==> config.mk <==
export PLATFORM = sky130hd
export DESIGN_NAME = if_prefetch_stage
export DESIGN_NICKNAME = d
export VERILOG_FILES = /design/src/rtl/if_prefetch_stage.sv
export SDC_FILE = /design/constraint.sdc
export NUM_CORES = 1
export LEC_CHECK = 0
export BUFFER_PORTS_ARGS = -buffer_cell sky130_fd_sc_hd__buf_2
export CAP_MARGIN = 0
export CORE_ASPECT_RATIO = 0.6
export CORE_MARGIN = 4
export CORE_UTILIZATION = 50
export DETAILED_ROUTE_END_ITERATION = 10
export PLACE_DENSITY = 0.71
export SLEW_MARGIN = 20
export SYNTH_ARGS = -nofsm -noshare
export SYNTH_HDL_FRONTEND = slang
export SYNTH_SLANG_ARGS = --single-unit
==> constraint.sdc <==
create_clock -name clk -period 8.35 [get_ports clk]
set_input_delay 1.67 -clock clk [delete_from_list [all_inputs] [get_ports clk]]
set_output_delay 1.67 -clock clk [all_outputs]
set_load 0.02 [all_outputs]
==> src/rtl/if_prefetch_stage.sv <==
// -----------------------------------------------------------------------------
// if_prefetch_stage
// Instruction-fetch prefetch stage. Streams sequential word addresses to the
// instruction memory and buffers the returned instructions in a small FIFO
// that decode consumes from the head.
//
// Ports
//   clk                 single clock, all state on the rising edge
//   rst                 asynchronous active-high reset
//   hazard_detected_in  decode freeze: head held, no pop (prefetch continues)
//   br_taken            redirect: flush queue, drop in-flight data, refetch
//   br_target           redirect word address
//   imem_req/imem_addr  fetch request and its word address (combinational)
//   imem_ready          memory accepts the request this cycle
//   imem_rdata          instruction, valid one cycle after acceptance
//   if_valid            queue head holds an instruction
//   if_instr/if_pc      head instruction and its word address (zero if empty)
//   if_pc_plus1         if_pc + 1 modulo 2^16
// -----------------------------------------------------------------------------
module if_prefetch_stage #(
    parameter int          DEPTH    = 4,
    parameter logic [15:0] RESET_PC = 16'h0000
) (
    input  logic        clk,
    input  logic        rst,
    input  logic        hazard_detected_in,
    input  logic        br_taken,
    input  logic [15:0] br_target,
    output logic        imem_req,
    output logic [15:0] imem_addr,
    input  logic        imem_ready,
    input  logic [15:0] imem_rdata,
    output logic        if_valid,
    output logic [15:0] if_instr,
    output logic [15:0] if_pc,
    output logic [15:0] if_pc_plus1
);

    localparam int PW = $clog2(DEPTH);
    localparam int CW = PW + 1;

    // Queue storage is pure data and carries no reset; r_count gates its use.
    logic [15:0]   r_instr_q [DEPTH];
    logic [15:0]   r_pc_q    [DEPTH];
    logic [PW-1:0] r_head;
    logic [PW-1:0] r_tail;
    logic [CW-1:0] r_count;
    logic [15:0]   r_fetch_pc;

    // Request stage -> response stage: one outstanding request at most.
    logic          vld_p1;
    logic [15:0]   r_inflight_pc_p1;

    logic [CW:0]   w_used;
    logic          w_accept;
    logic          w_push;
    logic          w_pop;

    function automatic logic [PW-1:0] ptr_inc(input logic [PW-1:0] p);
        return p + PW'(1);
    endfunction

    // Credits: queued entries plus the outstanding response must leave room,
    // so every accepted request is guaranteed a slot when its data returns.
    assign w_used    = {1'b0, r_count} + {{CW{1'b0}}, vld_p1};
    assign imem_req  = !rst && !br_taken && (w_used < (CW+1)'(DEPTH));
    assign imem_addr = r_fetch_pc;
    assign w_accept  = imem_req && imem_ready;

    // A redirect discards the response arriving in the same cycle.
    assign w_push    = vld_p1 && !br_taken;
    assign w_pop     = if_valid && !hazard_detected_in && !br_taken;

    assign if_valid    = (r_count != '0);
    assign if_instr    = if_valid ? r_instr_q[r_head] : 16'h0000;
    assign if_pc       = if_valid ? r_pc_q[r_head]    : 16'h0000;
    assign if_pc_plus1 = if_pc + 16'd1;

    // ---- control: fetch pointer, outstanding flag, queue pointers ----
    always_ff @(posedge clk or posedge rst) begin
        if (rst) begin
            r_fetch_pc <= RESET_PC;
            vld_p1     <= 1'b0;
            r_head     <= '0;
            r_tail     <= '0;
            r_count    <= '0;
        end else if (br_taken) begin
            r_fetch_pc <= br_target;
            vld_p1     <= 1'b0;
            r_head     <= '0;
            r_tail     <= '0;
            r_count    <= '0;
        end else begin
            vld_p1 <= w_accept;
            if (w_accept) begin
                r_fetch_pc <= r_fetch_pc + 16'd1;
            end
            if (w_push) begin
                r_tail <= ptr_inc(r_tail);
            end
            if (w_pop) begin
                r_head <= ptr_inc(r_head);
            end
            if (w_push && !w_pop) begin
                r_count <= r_count + CW'(1);
            end else if (!w_push && w_pop) begin
                r_count <= r_count - CW'(1);
            end
        end
    end

    // ---- data: address of the outstanding request, queue payload ----
    always_ff @(posedge clk) begin
        if (w_accept) begin
            r_inflight_pc_p1 <= r_fetch_pc;
        end
        if (w_push) begin
            r_instr_q[r_tail] <= imem_rdata;
            r_pc_q[r_tail]    <= r_inflight_pc_p1;
        end
    end

endmodule

==> report_table.html, run 1 <==
<table>
<tr><th>Metric</th><th>Value</th></tr>
<tr><th colspan="2">Synth</th></tr>
<tr><td>Dominant register cell in the synthesized netlist</td><td>sky130_fd_sc_hd__edfxtp_1</td></tr>
<tr><td>Multiplexer share of the synthesized area</td><td>0.1179</td></tr>
<tr><td>Post-Syn Instances</td><td>462</td></tr>
<tr><td>Number of flops mapped to enable cells by yosys</td><td>144</td></tr>
<tr><td>Post-synthesis cell type count</td><td>45</td></tr>
<tr><td>Dominant combinational cell family by area after synthesis</td><td>multiplexers</td></tr>
<tr><td>Register area share after synthesis</td><td>0.6783</td></tr>
<tr><td>Total nets after synthesis</td><td>506</td></tr>
<tr><td>Simple-Gate Fraction of Synth Area</td><td>0.1039</td></tr>
<tr><td>Mean cell area of the mapped netlist</td><td>15.72 µm²</td></tr>
<tr><td>Share of the synthesized area in compound gates (AO/OA/AOI/OAI)</td><td>0.03963</td></tr>
<tr><td>Synthesized-area fraction occupied by xor and xnor cells</td><td>0.02413</td></tr>
<tr><td>Async S/R FF share, synth</td><td>0.1429</td></tr>
<tr><td>Number of storage elements in the synthesis netlist</td><td>168</td></tr>
<tr><td>Yosys warning count</td><td>0</td></tr>
<tr><td>Arithmetic-cell share of the synthesized area counting full adders, half adders and majority gates</td><td>0.01310</td></tr>
<tr><td>Post-Syn Area</td><td>7261 µm²</td></tr>
<tr><th colspan="2">Global routing</th></tr>
<tr><td>Largest net degree at the start of global routing</td><td>46</td></tr>
<tr><td>Antenna violations before repair</td><td>0</td></tr>
<tr><td>First-pass GRT wire length</td><td>23340 µm</td></tr>
<tr><td>GR Overflow Total</td><td>0</td></tr>
<tr><td>Global Route Usage Sum</td><td>0.1849</td></tr>
<tr><td>Vias in the first global route</td><td>4349</td></tr>
<tr><th colspan="2">Worst hold path</th></tr>
<tr><td>Hold/Removal Path Class</td><td>reg2reg</td></tr>
<tr><th colspan="2">Placed design</th></tr>
<tr><td>IO Port Bufs</td><td>102</td></tr>
<tr><td>Final weighted congestion of routability-driven global placement</td><td>0.8291</td></tr>
<tr><td>Post-DP HPWL</td><td>9859 µm</td></tr>
<tr><th colspan="2">Worst setup path</th></tr>
<tr><td>Critical path data arrival time</td><td>3.59 ns</td></tr>
<tr><td>Worst Setup End Kind</td><td>output port</td></tr>
<tr><td>Largest driver fanout on the critical path</td><td>32</td></tr>
<tr><td>Setup slack of the worst register-to-register path</td><td>4.88 ns</td></tr>
<tr><td>Critical-path cell list</td><td>nor3_2 &gt; inv_1 &gt; and2_1 &gt; ha_1 &gt; nand4_2 &gt; nor4b_4 &gt; nand2_1 &gt; mux2_4 &gt; buf_2</td></tr>
<tr><td>Beginning of the critical path</td><td>r_count[0]</td></tr>
<tr><td>Reg2Reg Capture Point</td><td>imem_addr[8]</td></tr>
<tr><td>Family with the most delay on the worst path</td><td>simple AND/OR/NAND/NOR gates</td></tr>
<tr><td>Slowest stage cell on the critical path</td><td>sky130_fd_sc_hd__nor3_2</td></tr>
<tr><td>R2R cell count</td><td>6</td></tr>
<tr><td>Critical path depth</td><td>9</td></tr>
<tr><td>Last element of the critical path</td><td>if_pc_plus1[10]</td></tr>
<tr><td>Reg-to-reg startpoint</td><td>vld_p1</td></tr>
<tr><td>Required arrival time at the worst endpoint</td><td>6.68 ns</td></tr>
<tr><td>Largest incremental delay on the critical path</td><td>0.71 ns</td></tr>
<tr><td>Crit Path Category</td><td>reg2out</td></tr>
<tr><td>CP Buf/Inv Count</td><td>2</td></tr>
<tr><td>Kind of launch point of the worst setup path</td><td>flop</td></tr>
<tr><th colspan="2">Pwr</th></tr>
<tr><td>Leakage power</td><td>3.095 nW</td></tr>
<tr><td>Switching power</td><td>0.0008382 W</td></tr>
<tr><td>Fraction of power spent switching nets</td><td>0.3349</td></tr>
<tr><td>Sequential Power Share</td><td>0.398</td></tr>
<tr><td>Pint</td><td>0.001665 W</td></tr>
<tr><td>Overall power consumption</td><td>0.002503 W</td></tr>
<tr><td>Maximum resistive drop on vdd</td><td>0.1476 mV</td></tr>
<tr><td>Power share of the combinational group</td><td>0.320</td></tr>
<tr><td>Pwr Density</td><td>295.4 nW/µm²</td></tr>
<tr><td>Clock network fraction of total power</td><td>0.282</td></tr>
<tr><th colspan="2">STA</th></tr>
<tr><td>Worst Skew</td><td>0.01139 ns</td></tr>
<tr><td>Share of the clock period used by the worst path after layout</td><td>0.6300</td></tr>
<tr><td>Final slew viol count</td><td>0</td></tr>
<tr><td>Fin Setup TNS</td><td>0 ns</td></tr>
<tr><td>Endpoints failing hold</td><td>0</td></tr>
<tr><td>Normalized max-slew margin</td><td>0.3673</td></tr>
<tr><td>Final Critical Period</td><td>5.260 ns</td></tr>
<tr><td>Smallest hold slack</td><td>0.4980 ns</td></tr>
<tr><td>Final setup violation count</td><td>0</td></tr>
<tr><td>Highest achievable clock rate</td><td>0.1901 GHz</td></tr>
<tr><td>RSZ-0062 raised after global routing</td><td>false</td></tr>
<tr><td>Pin slew with the least headroom to its limit</td><td>0.9480 ns</td></tr>
<tr><th colspan="2">Clock network</th></tr>
<tr><td>TritonCTS clock tree</td><td>built</td></tr>
<tr><td>Bufs on Longest Clock Path</td><td>2</td></tr>
<tr><td>CTS root buffer</td><td>sky130_fd_sc_hd__clkbuf_16</td></tr>
<tr><td>Resized cells post-CTS</td><td>0</td></tr>
<tr><td>Number of sinks driven by the clock tree</td><td>168</td></tr>
<tr><td>Clock insertion delay at the later pin of the skew report</td><td>0.41 ns</td></tr>
<tr><td>Clock transition time at the flip-flop clock pins of the worst setup and hold paths</td><td>0.06 ns</td></tr>
<tr><td>Post-CTS Hold Buffers</td><td>0</td></tr>
<tr><td>Number of buffers inserted during clock tree synthesis</td><td>17</td></tr>
<tr><td>H-Tree Depth</td><td>4</td></tr>
<tr><td>Number of post-CTS setup repair buffers</td><td>0</td></tr>
<tr><th colspan="2">Die</th></tr>
<tr><td>Area of the die</td><td>16580 µm²</td></tr>
<tr><td>Horizontal die dimension</td><td>163.6 µm</td></tr>
<tr><td>Die Y</td><td>101.3 µm</td></tr>
<tr><td>Core region area</td><td>13910 µm²</td></tr>
<tr><td>Number of top-level pins</td><td>103</td></tr>
<tr><td>Placement Rows</td><td>33</td></tr>
<tr><td>Effective utilization at floorplan</td><td>0.5218</td></tr>
<tr><th colspan="2">Cells and area</th></tr>
<tr><td>ANT cells</td><td>0</td></tr>
<tr><td>Most frequent cells in the layout</td><td>sky130_fd_sc_hd__edfxtp_1, sky130_fd_sc_hd__buf_2, sky130_fd_sc_hd__nand2_1</td></tr>
<tr><td>Growth of design area from synthesis to finish</td><td>16.70%</td></tr>
<tr><td>Fraction of final layout cells with drive strength greater than 1</td><td>0.2988</td></tr>
<tr><td>Most common library cell in the layout ignoring fill and taps</td><td>sky130_fd_sc_hd__edfxtp_1</td></tr>
<tr><td>Number of nets in the finished design</td><td>613</td></tr>
<tr><td>Fillcell total</td><td>1029</td></tr>
<tr><th colspan="2">Drt</th></tr>
<tr><td>Vias per cell</td><td>5.582</td></tr>
<tr><td>Via Count</td><td>4304</td></tr>
<tr><td>Post-route ant nets</td><td>0</td></tr>
<tr><td>Detailed-routing iteration count for the pre-antenna-repair pass</td><td>5</td></tr>
<tr><td>Routed wirelength normalized by instance count</td><td>19.15 µm</td></tr>
<tr><td>Wire length after detailed routing</td><td>14770 µm</td></tr>
<tr><td>Post-detailed-route DRC marker count</td><td>0</td></tr>
<tr><td>Number of DRC markers in iteration 0</td><td>327</td></tr>
<tr><th colspan="2">Run status</th></tr>
<tr><td>Outcome</td><td>complete, no violations</td></tr>
<tr><th colspan="2">Flow run</th></tr>
<tr><td>Max-cap violation count</td><td>0</td></tr>
</table>
area by class of cell:
type / instances / area [µm²] / area share
multi-input combinational: 261 / 2168 / 0.2559
clock buffer: 17 / 425.4 / 0.05021
sequential: 168 / 4927 / 0.5815
inverter: 13 / 48.80 / 0.005759
tap: 192 / 240.2 / 0.02835
clock inverter: 12 / 107.6 / 0.01270
timing repair buffer: 108 / 555.5 / 0.06556
registers in the layout, summed over array words and instances (netlist names):
signal / cells
vld_p1: 1
r_count: 3
imem_addr: 16
r_instr_q: 64
r_head: 2
r_pc_q: 64
r_tail: 2
r_inflight_pc_p1: 16
worst min-delay path by stage:
stage	startpoint	endpoint	cells past startpoint
2_1_floorplan	r_inflight_pc_p1[0]	r_pc_q[0][0]	0
3_3_place_gp	r_inflight_pc_p1[12]	r_pc_q[1][12]	0
3_5_place_dp	r_inflight_pc_p1[11]	r_pc_q[1][11]	0
4_1_cts	r_inflight_pc_p1[11]	r_pc_q[1][11]	0
5_1_grt	r_inflight_pc_p1[12]	r_pc_q[2][12]	0
6_report	r_inflight_pc_p1[12]	r_pc_q[1][12]	0
power by group through the flow:
| stage | combinational [W] | sequential [W] | clock [W] |
|---|---|---|---|
| after floorplan | 0.000588 | 0.00100 | 0 |
| after global placement | 0.000798 | 0.00101 | 0 |
| after detailed placement | 0.000809 | 0.00101 | 0 |
| after CTS | 0.000811 | 0.000995 | 0.000717 |
| after global routing | 0.000862 | 0.00100 | 0.000761 |
| final | 0.000801 | 0.000996 | 0.000706 |
worst reg2reg max path, cell delays in order (launching register included):
cell and delay [ns]:
sky130_fd_sc_hd__dfrtp_1 0.50, sky130_fd_sc_hd__nand3_1 0.15, sky130_fd_sc_hd__nand3_1 0.60, sky130_fd_sc_hd__clkinv_1 0.88, sky130_fd_sc_hd__nor2_1 0.87, sky130_fd_sc_hd__o21ai_0 0.20, sky130_fd_sc_hd__o311ai_0 0.15
cell families (layout without fill, tap and decap cells):
group,after synthesis,after routing
AND/OR/NAND/NOR,151,151
adder cells (fa/ha/maj),7,7
buffers and inverters,33,150
flip-flops,168,168
AO/OA/AOI/OAI,43,43
XOR/XNOR,20,20
multiplexers,40,40
cells in the mapped netlist (3+ instances only):
cell | instances | area (µm²)
sky130_fd_sc_hd__edfxtp_1 | 144 | 4324
sky130_fd_sc_hd__nand2_1 | 48 | 180.2
sky130_fd_sc_hd__xnor2_1 | 15 | 131.4
sky130_fd_sc_hd__buf_2 | 5 | 25.02
sky130_fd_sc_hd__mux4_1 | 6 | 157.7
sky130_fd_sc_hd__mux4_2 | 28 | 630.6
sky130_fd_sc_hd__nand3_1 | 17 | 85.08
sky130_fd_sc_hd__o21ai_0 | 16 | 80.08
sky130_fd_sc_hd__a32oi_1 | 3 | 26.28
sky130_fd_sc_hd__mux2i_1 | 3 | 30.03
sky130_fd_sc_hd__a21oi_1 | 6 | 30.03
sky130_fd_sc_hd__nor2_1 | 29 | 108.9
sky130_fd_sc_hd__nor2b_1 | 5 | 31.28
sky130_fd_sc_hd__and2_1 | 32 | 200.2
sky130_fd_sc_hd__clkbuf_1 | 9 | 33.78
sky130_fd_sc_hd__nor3_1 | 5 | 25.02
sky130_fd_sc_hd__nand4_1 | 5 | 31.28
sky130_fd_sc_hd__inv_1 | 12 | 45.04
sky130_fd_sc_hd__xor2_1 | 5 | 43.79
sky130_fd_sc_hd__o211ai_1 | 3 | 22.52
sky130_fd_sc_hd__buf_6 | 4 | 45.04
sky130_fd_sc_hd__o311ai_0 | 5 | 43.79
sky130_fd_sc_hd__dfrtp_1 | 24 | 600.6
sky130_fd_sc_hd__ha_1 | 6 | 75.07
per-layer routing:
layer  part of all wire  GRT usage  vias up
met2               0.44     0.2768      193
met1               0.47     0.2745     2137
met4             0.0044    0.04510        0
met5                  0          0        -
met3              0.081    0.05002        6
li1                   -          -     1968
per-stage QoR:
| stage | worst slack [ns] | area, µm² | util | cells |
|---|---|---|---|---|
| after floorplan | 3.843 | 7261 | - | 462 |
| after global placement | 3.647 | 7940 | 0.5706 | 742 |
| after detailed placement | 3.406 | 7940 | 0.5706 | 742 |
| after CTS | 3.097 | 8473 | 0.6089 | 771 |
| after global routing | 2.885 | 8473 | 0.6089 | 771 |
| final | 3.090 | 8473 | 0.6089 | 771 |
No activity file was read; power rests on OpenSTA's default activity.
==> run 2: changes to the inputs <==
ABC_AREA = 1   (was default)
clock period = 4.9 ns   (was 8.35 ns; I/O delays follow)
==> run 2 against run 1 <==
Net effect: total power increased by 76%; clock skew decreased by 0.0038 ns; count of clock-buffer cells in the layout increased by 2; core utilization decreased by 1.1 points; die area increased by 5.1%; clock power increased by 66%; via count increased by 28%; cell area increased by 3.8%; non-clock buffer count decreased by 1; wire length increased by 17%; combinational power increased by 92%; sequential share of layout area decreased by 2.2 points; largest power group unchanged.
==> report_table.html, run 2 <==
<table>
<tr><th>Metric</th><th>Value</th></tr>
<tr><th colspan="2">Run status</th></tr>
<tr><td>Outcome</td><td>complete, no violations (unchanged)</td></tr>
<tr><th colspan="2">Synth</th></tr>
<tr><td>Async S/R FF share, synth</td><td>0.1429 (unchanged)</td></tr>
<tr><td>Count leader, synth</td><td>sky130_fd_sc_hd__nand2_1 (was sky130_fd_sc_hd__edfxtp_1)</td></tr>
<tr><td>Dominant register cell in the synthesized netlist</td><td>sky130_fd_sc_hd__edfxtp_1 (unchanged)</td></tr>
<tr><td>Number of storage elements in the synthesis netlist</td><td>168 (unchanged)</td></tr>
<tr><td>Total nets after synthesis</td><td>769 (was 506)</td></tr>
<tr><td>Most used standard cells in the synthesized netlist</td><td>sky130_fd_sc_hd__nand2_1, sky130_fd_sc_hd__edfxtp_1, sky130_fd_sc_hd__nor2_1, sky130_fd_sc_hd__nand3_1, sky130_fd_sc_hd__inv_1 (was sky130_fd_sc_hd__edfxtp_1, sky130_fd_sc_hd__nand2_1, sky130_fd_sc_hd__and2_1, sky130_fd_sc_hd__nor2_1, sky130_fd_sc_hd__mux4_2)</td></tr>
<tr><td>Share of Yosys cell area claimed by the top area cell type</td><td>0.5649 (was 0.5956)</td></tr>
<tr><td>Mean cell area of the mapped netlist</td><td>10.56 µm² (was 15.72 µm²)</td></tr>
<tr><td>Register area share after synthesis</td><td>0.6433 (was 0.6783)</td></tr>
<tr><td>Post-synthesis cell type count</td><td>36 (was 45)</td></tr>
<tr><td>Cell taking the most area after synthesis</td><td>sky130_fd_sc_hd__edfxtp_1 (unchanged)</td></tr>
<tr><td>Top post-synthesis cells by area</td><td>sky130_fd_sc_hd__edfxtp_1, sky130_fd_sc_hd__nand2_1, sky130_fd_sc_hd__dfrtp_1 (was sky130_fd_sc_hd__edfxtp_1, sky130_fd_sc_hd__mux4_2, sky130_fd_sc_hd__dfrtp_1)</td></tr>
<tr><td>Number of flops mapped to enable cells by yosys</td><td>144 (unchanged)</td></tr>
<tr><td>Post-Syn Instances</td><td>725 (was 462)</td></tr>
<tr><td>Yosys warning count</td><td>0 (unchanged)</td></tr>
<tr><td>Post-Syn Area</td><td>7655 µm² (was 7261 µm²)</td></tr>
<tr><th colspan="2">Drt</th></tr>
<tr><td>Post-route ant nets</td><td>0 (unchanged)</td></tr>
<tr><td>Number of DRC markers in iteration 0</td><td>499 (was 327)</td></tr>
<tr><td>Detailed-routing iteration count for the pre-antenna-repair pass</td><td>7 (was 5)</td></tr>
<tr><td>Wire length after detailed routing</td><td>17260 µm (was 14770 µm)</td></tr>
<tr><td>Via Count</td><td>5522 (was 4304)</td></tr>
<tr><td>Routed wirelength normalized by instance count</td><td>16.67 µm (was 19.15 µm)</td></tr>
<tr><td>Vias per cell</td><td>5.335 (was 5.582)</td></tr>
<tr><td>Post-detailed-route DRC marker count</td><td>0 (unchanged)</td></tr>
<tr><th colspan="2">Die</th></tr>
<tr><td>Placement Rows</td><td>34 (was 33)</td></tr>
<tr><td>Number of top-level pins</td><td>103 (unchanged)</td></tr>
<tr><td>Effective utilization at floorplan</td><td>0.5201 (was 0.5218)</td></tr>
<tr><td>Horizontal die dimension</td><td>167.7 µm (was 163.6 µm)</td></tr>
<tr><td>Die Y</td><td>103.8 µm (was 101.3 µm)</td></tr>
<tr><td>Core region area</td><td>14720 µm² (was 13910 µm²)</td></tr>
<tr><td>Area of the die</td><td>17420 µm² (was 16580 µm²)</td></tr>
<tr><th colspan="2">Clock network</th></tr>
<tr><td>Number of post-CTS setup repair buffers</td><td>0 (unchanged)</td></tr>
<tr><td>Resized cells post-CTS</td><td>0 (unchanged)</td></tr>
<tr><td>Bufs on Longest Clock Path</td><td>2 (unchanged)</td></tr>
<tr><td>TritonCTS clock tree</td><td>built (unchanged)</td></tr>
<tr><td>Clock transition time at the flip-flop clock pins of the worst setup and hold paths</td><td>0.06 ns (about the same)</td></tr>
<tr><td>Number of sinks driven by the clock tree</td><td>168 (unchanged)</td></tr>
<tr><td>H-Tree Depth</td><td>4 (unchanged)</td></tr>
<tr><td>Clock insertion delay at the later pin of the skew report</td><td>0.42 ns (was 0.41 ns)</td></tr>
<tr><td>Post-CTS Hold Buffers</td><td>0 (unchanged)</td></tr>
<tr><td>CTS root buffer</td><td>sky130_fd_sc_hd__clkbuf_16 (unchanged)</td></tr>
<tr><td>Number of buffers inserted during clock tree synthesis</td><td>17 (unchanged)</td></tr>
<tr><th colspan="2">Worst setup path</th></tr>
<tr><td>CP Buf/Inv Count</td><td>3 (was 2)</td></tr>
<tr><td>Largest incremental delay on the critical path</td><td>0.64 ns (was 0.71 ns)</td></tr>
<tr><td>Family with the most delay on the worst path</td><td>simple AND/OR/NAND/NOR gates (unchanged)</td></tr>
<tr><td>Cell seen most often among critical-path stages</td><td>sky130_fd_sc_hd__nand3_1</td></tr>
<tr><td>Worst Setup End Kind</td><td>output port (unchanged)</td></tr>
<tr><td>Critical path data arrival time</td><td>3.28 ns (was 3.59 ns)</td></tr>
<tr><td>Critical-path cell list</td><td>inv_2 &gt; nand2_1 &gt; nand3_1 &gt; nand3_1 &gt; inv_1 &gt; ha_1 &gt; nand3_1 &gt; nor2_2 &gt; nand2_1 &gt; nor2_2 &gt; nand3_1 &gt; nand2_1 &gt; buf_2 (was nor3_2 &gt; inv_1 &gt; and2_1 &gt; ha_1 &gt; nand4_2 &gt; nor4b_4 &gt; nand2_1 &gt; mux2_4 &gt; buf_2)</td></tr>
<tr><td>Crit Path Category</td><td>reg2out (unchanged)</td></tr>
<tr><td>Required arrival time at the worst endpoint</td><td>3.92 ns (was 6.68 ns)</td></tr>
<tr><td>Setup slack of the worst register-to-register path</td><td>2.79 ns (was 4.88 ns)</td></tr>
<tr><td>Slowest stage cell on the critical path</td><td>sky130_fd_sc_hd__dfrtp_2 (was sky130_fd_sc_hd__nor3_2)</td></tr>
<tr><td>Largest driver fanout on the critical path</td><td>40 (was 32)</td></tr>
<tr><td>Kind of launch point of the worst setup path</td><td>flop (unchanged)</td></tr>
<tr><th colspan="2">STA</th></tr>
<tr><td>Final slew viol count</td><td>0 (unchanged)</td></tr>
<tr><td>RSZ-0062 raised after global routing</td><td>false (unchanged)</td></tr>
<tr><td>Share of the clock period used by the worst path after layout</td><td>0.8691</td></tr>
<tr><td>Normalized max-slew margin</td><td>0.2895 (was 0.3673)</td></tr>
<tr><td>Final setup violation count</td><td>0 (unchanged)</td></tr>
<tr><td>Highest achievable clock rate</td><td>0.2348 GHz</td></tr>
<tr><td>Pin slew with the least headroom to its limit</td><td>1.063 ns (was 0.9480 ns)</td></tr>
<tr><td>Final Critical Period</td><td>4.258 ns</td></tr>
<tr><td>Worst Skew</td><td>0.007582 ns (was 0.01139 ns)</td></tr>
<tr><td>Fin Setup TNS</td><td>0 ns (unchanged)</td></tr>
<tr><td>Endpoints failing hold</td><td>0 (unchanged)</td></tr>
<tr><th colspan="2">Cells and area</th></tr>
<tr><td>Most frequent cells in the layout</td><td>sky130_fd_sc_hd__nand2_1, sky130_fd_sc_hd__edfxtp_1, sky130_fd_sc_hd__buf_2 (was sky130_fd_sc_hd__edfxtp_1, sky130_fd_sc_hd__buf_2, sky130_fd_sc_hd__nand2_1)</td></tr>
<tr><td>Number of nets in the finished design</td><td>868 (was 613)</td></tr>
<tr><td>Biggest regs</td><td>r_instr_q x64, r_pc_q x64 (unchanged)</td></tr>
<tr><td>Growth of design area from synthesis to finish</td><td>14.92% (was 16.70%)</td></tr>
<tr><td>ANT cells</td><td>0 (unchanged)</td></tr>
<tr><td>Fraction of final layout cells with drive strength greater than 1</td><td>0.2270 (was 0.2988)</td></tr>
<tr><td>Most common library cell in the layout ignoring fill and taps</td><td>sky130_fd_sc_hd__nand2_1 (was sky130_fd_sc_hd__edfxtp_1)</td></tr>
<tr><th colspan="2">Placed design</th></tr>
<tr><td>Final weighted congestion of routability-driven global placement</td><td>0.8127 (was 0.8291)</td></tr>
<tr><td>Post-DP HPWL</td><td>11570 µm (was 9859 µm)</td></tr>
<tr><td>IO Port Bufs</td><td>102 (unchanged)</td></tr>
<tr><th colspan="2">Worst hold path</th></tr>
<tr><td>Hold/Removal Path Class</td><td>reg2reg (unchanged)</td></tr>
<tr><th colspan="2">Pwr</th></tr>
<tr><td>Maximum resistive drop on vdd</td><td>0.2907 mV (was 0.1476 mV)</td></tr>
<tr><td>Leakage power</td><td>3.557 nW (was 3.095 nW)</td></tr>
<tr><td>Overall power consumption</td><td>0.004417 W (was 0.002503 W)</td></tr>
<tr><td>Pwr Density</td><td>502.1 nW/µm² (was 295.4 nW/µm²)</td></tr>
<tr><th colspan="2">Global routing</th></tr>
<tr><td>Antenna violations before repair</td><td>0 (unchanged)</td></tr>
<tr><td>GR Overflow Total</td><td>0 (unchanged)</td></tr>
<tr><td>Global Route Usage Sum</td><td>0.1992 (was 0.1849)</td></tr>
<tr><td>Vias in the first global route</td><td>5297 (was 4349)</td></tr>
<tr><td>Largest net degree at the start of global routing</td><td>41 (was 46)</td></tr>
<tr><td>First-pass GRT wire length</td><td>27500 µm (was 23340 µm)</td></tr>
<tr><th colspan="2">Flow run</th></tr>
<tr><td>Max-cap violation count</td><td>0 (unchanged)</td></tr>
</table>
-- run 2: cell count changes in the layout (fill, tap and decap cells not counted), moves of 14 or more --
cell / delta
sky130_fd_sc_hd__and2_1: -32
sky130_fd_sc_hd__inv_1: +37
sky130_fd_sc_hd__a21oi_1: +16
sky130_fd_sc_hd__nor2_1: +64
sky130_fd_sc_hd__xnor2_1: -14
sky130_fd_sc_hd__nand2_1: +124
sky130_fd_sc_hd__nand3_1: +34
sky130_fd_sc_hd__nor2_2: +14
sky130_fd_sc_hd__nand3_2: +17
sky130_fd_sc_hd__o21ai_0: +28
sky130_fd_sc_hd__mux4_2: -28
-- run 2: per-stage QoR --
step / util / instance area [µm²] / hold WS [ns] / setup slack [ns] / instances
global route: 0.5977 / 8797 / 0.5197 / 0.3488 / 1035
detailed placement: 0.5627 / 8283 / 0.4844 / 1.132 / 1003
CTS: 0.5977 / 8797 / 0.5016 / 0.6661 / 1035
floorplan: - / 7655 / 0.4587 / 1.678 / 725
finish: 0.5977 / 8797 / 0.4936 / 0.6416 / 1035
global placement: 0.5627 / 8283 / 0.4709 / 1.223 / 1003
-- run 2: worst register-to-register path: cells and delay by family, from the launching register on --
kind	cells	cell delay (ns)
buf+inv	2	0.29
flops	1	0.38
simple gates	2	1.06
-- run 2: where the power goes --
part / switching [W] / internal (W)
Combinational: 0.00110 / 0.000444
Sequential: 0.0000901 / 0.00162
Clock: 0.000526 / 0.000643
-- run 2: cell type report --
class                      instances  area [µm²]
fill                            1222        5922
sequential                       168        4926
multi-input combinational        473        2345
timing repair buffer             107       548.0
clock buffer                      19       432.9
tap                              198       247.7
inverter                          57       216.5
clock inverter                    13       81.33
-- run 2: kinds of logic (layout without fill, tap and decap cells) --
family | after synthesis | count (layout) | share of synthesized area
fa+ha+maj | 7 | 7 | 0.01242
xor+xnor | 8 | 8 | 0.009154
buf+inv | 84 | 196 | 0.05427
simple gates | 378 | 378 | 0.2244
flops | 168 | 168 | 0.6433
compound gates | 80 | 80 | 0.05639
-- run 2: worst paths after layout --
check | start | to | cells past startpoint
max | r_head[0] | if_pc_plus1[12] | 13
min | r_inflight_pc_p1[13] | r_pc_q[1][13] | 0
max reg2reg | vld_p1 | r_instr_q[3][0] | 4
min reg2reg | r_inflight_pc_p1[13] | r_pc_q[1][13] | 0
max in group asynchronous | rst | r_head[0] | 3
min in group asynchronous | rst | r_count[1] | 3
-- run 2: routing by layer --
layer	vias up	part of all wire	track usage
met5	-	0	0
met4	0	0.0081	0.04690
met3	16	0.083	0.04340
met2	253	0.43	0.2959
met1	2598	0.48	0.3017
li1	2655	-	-
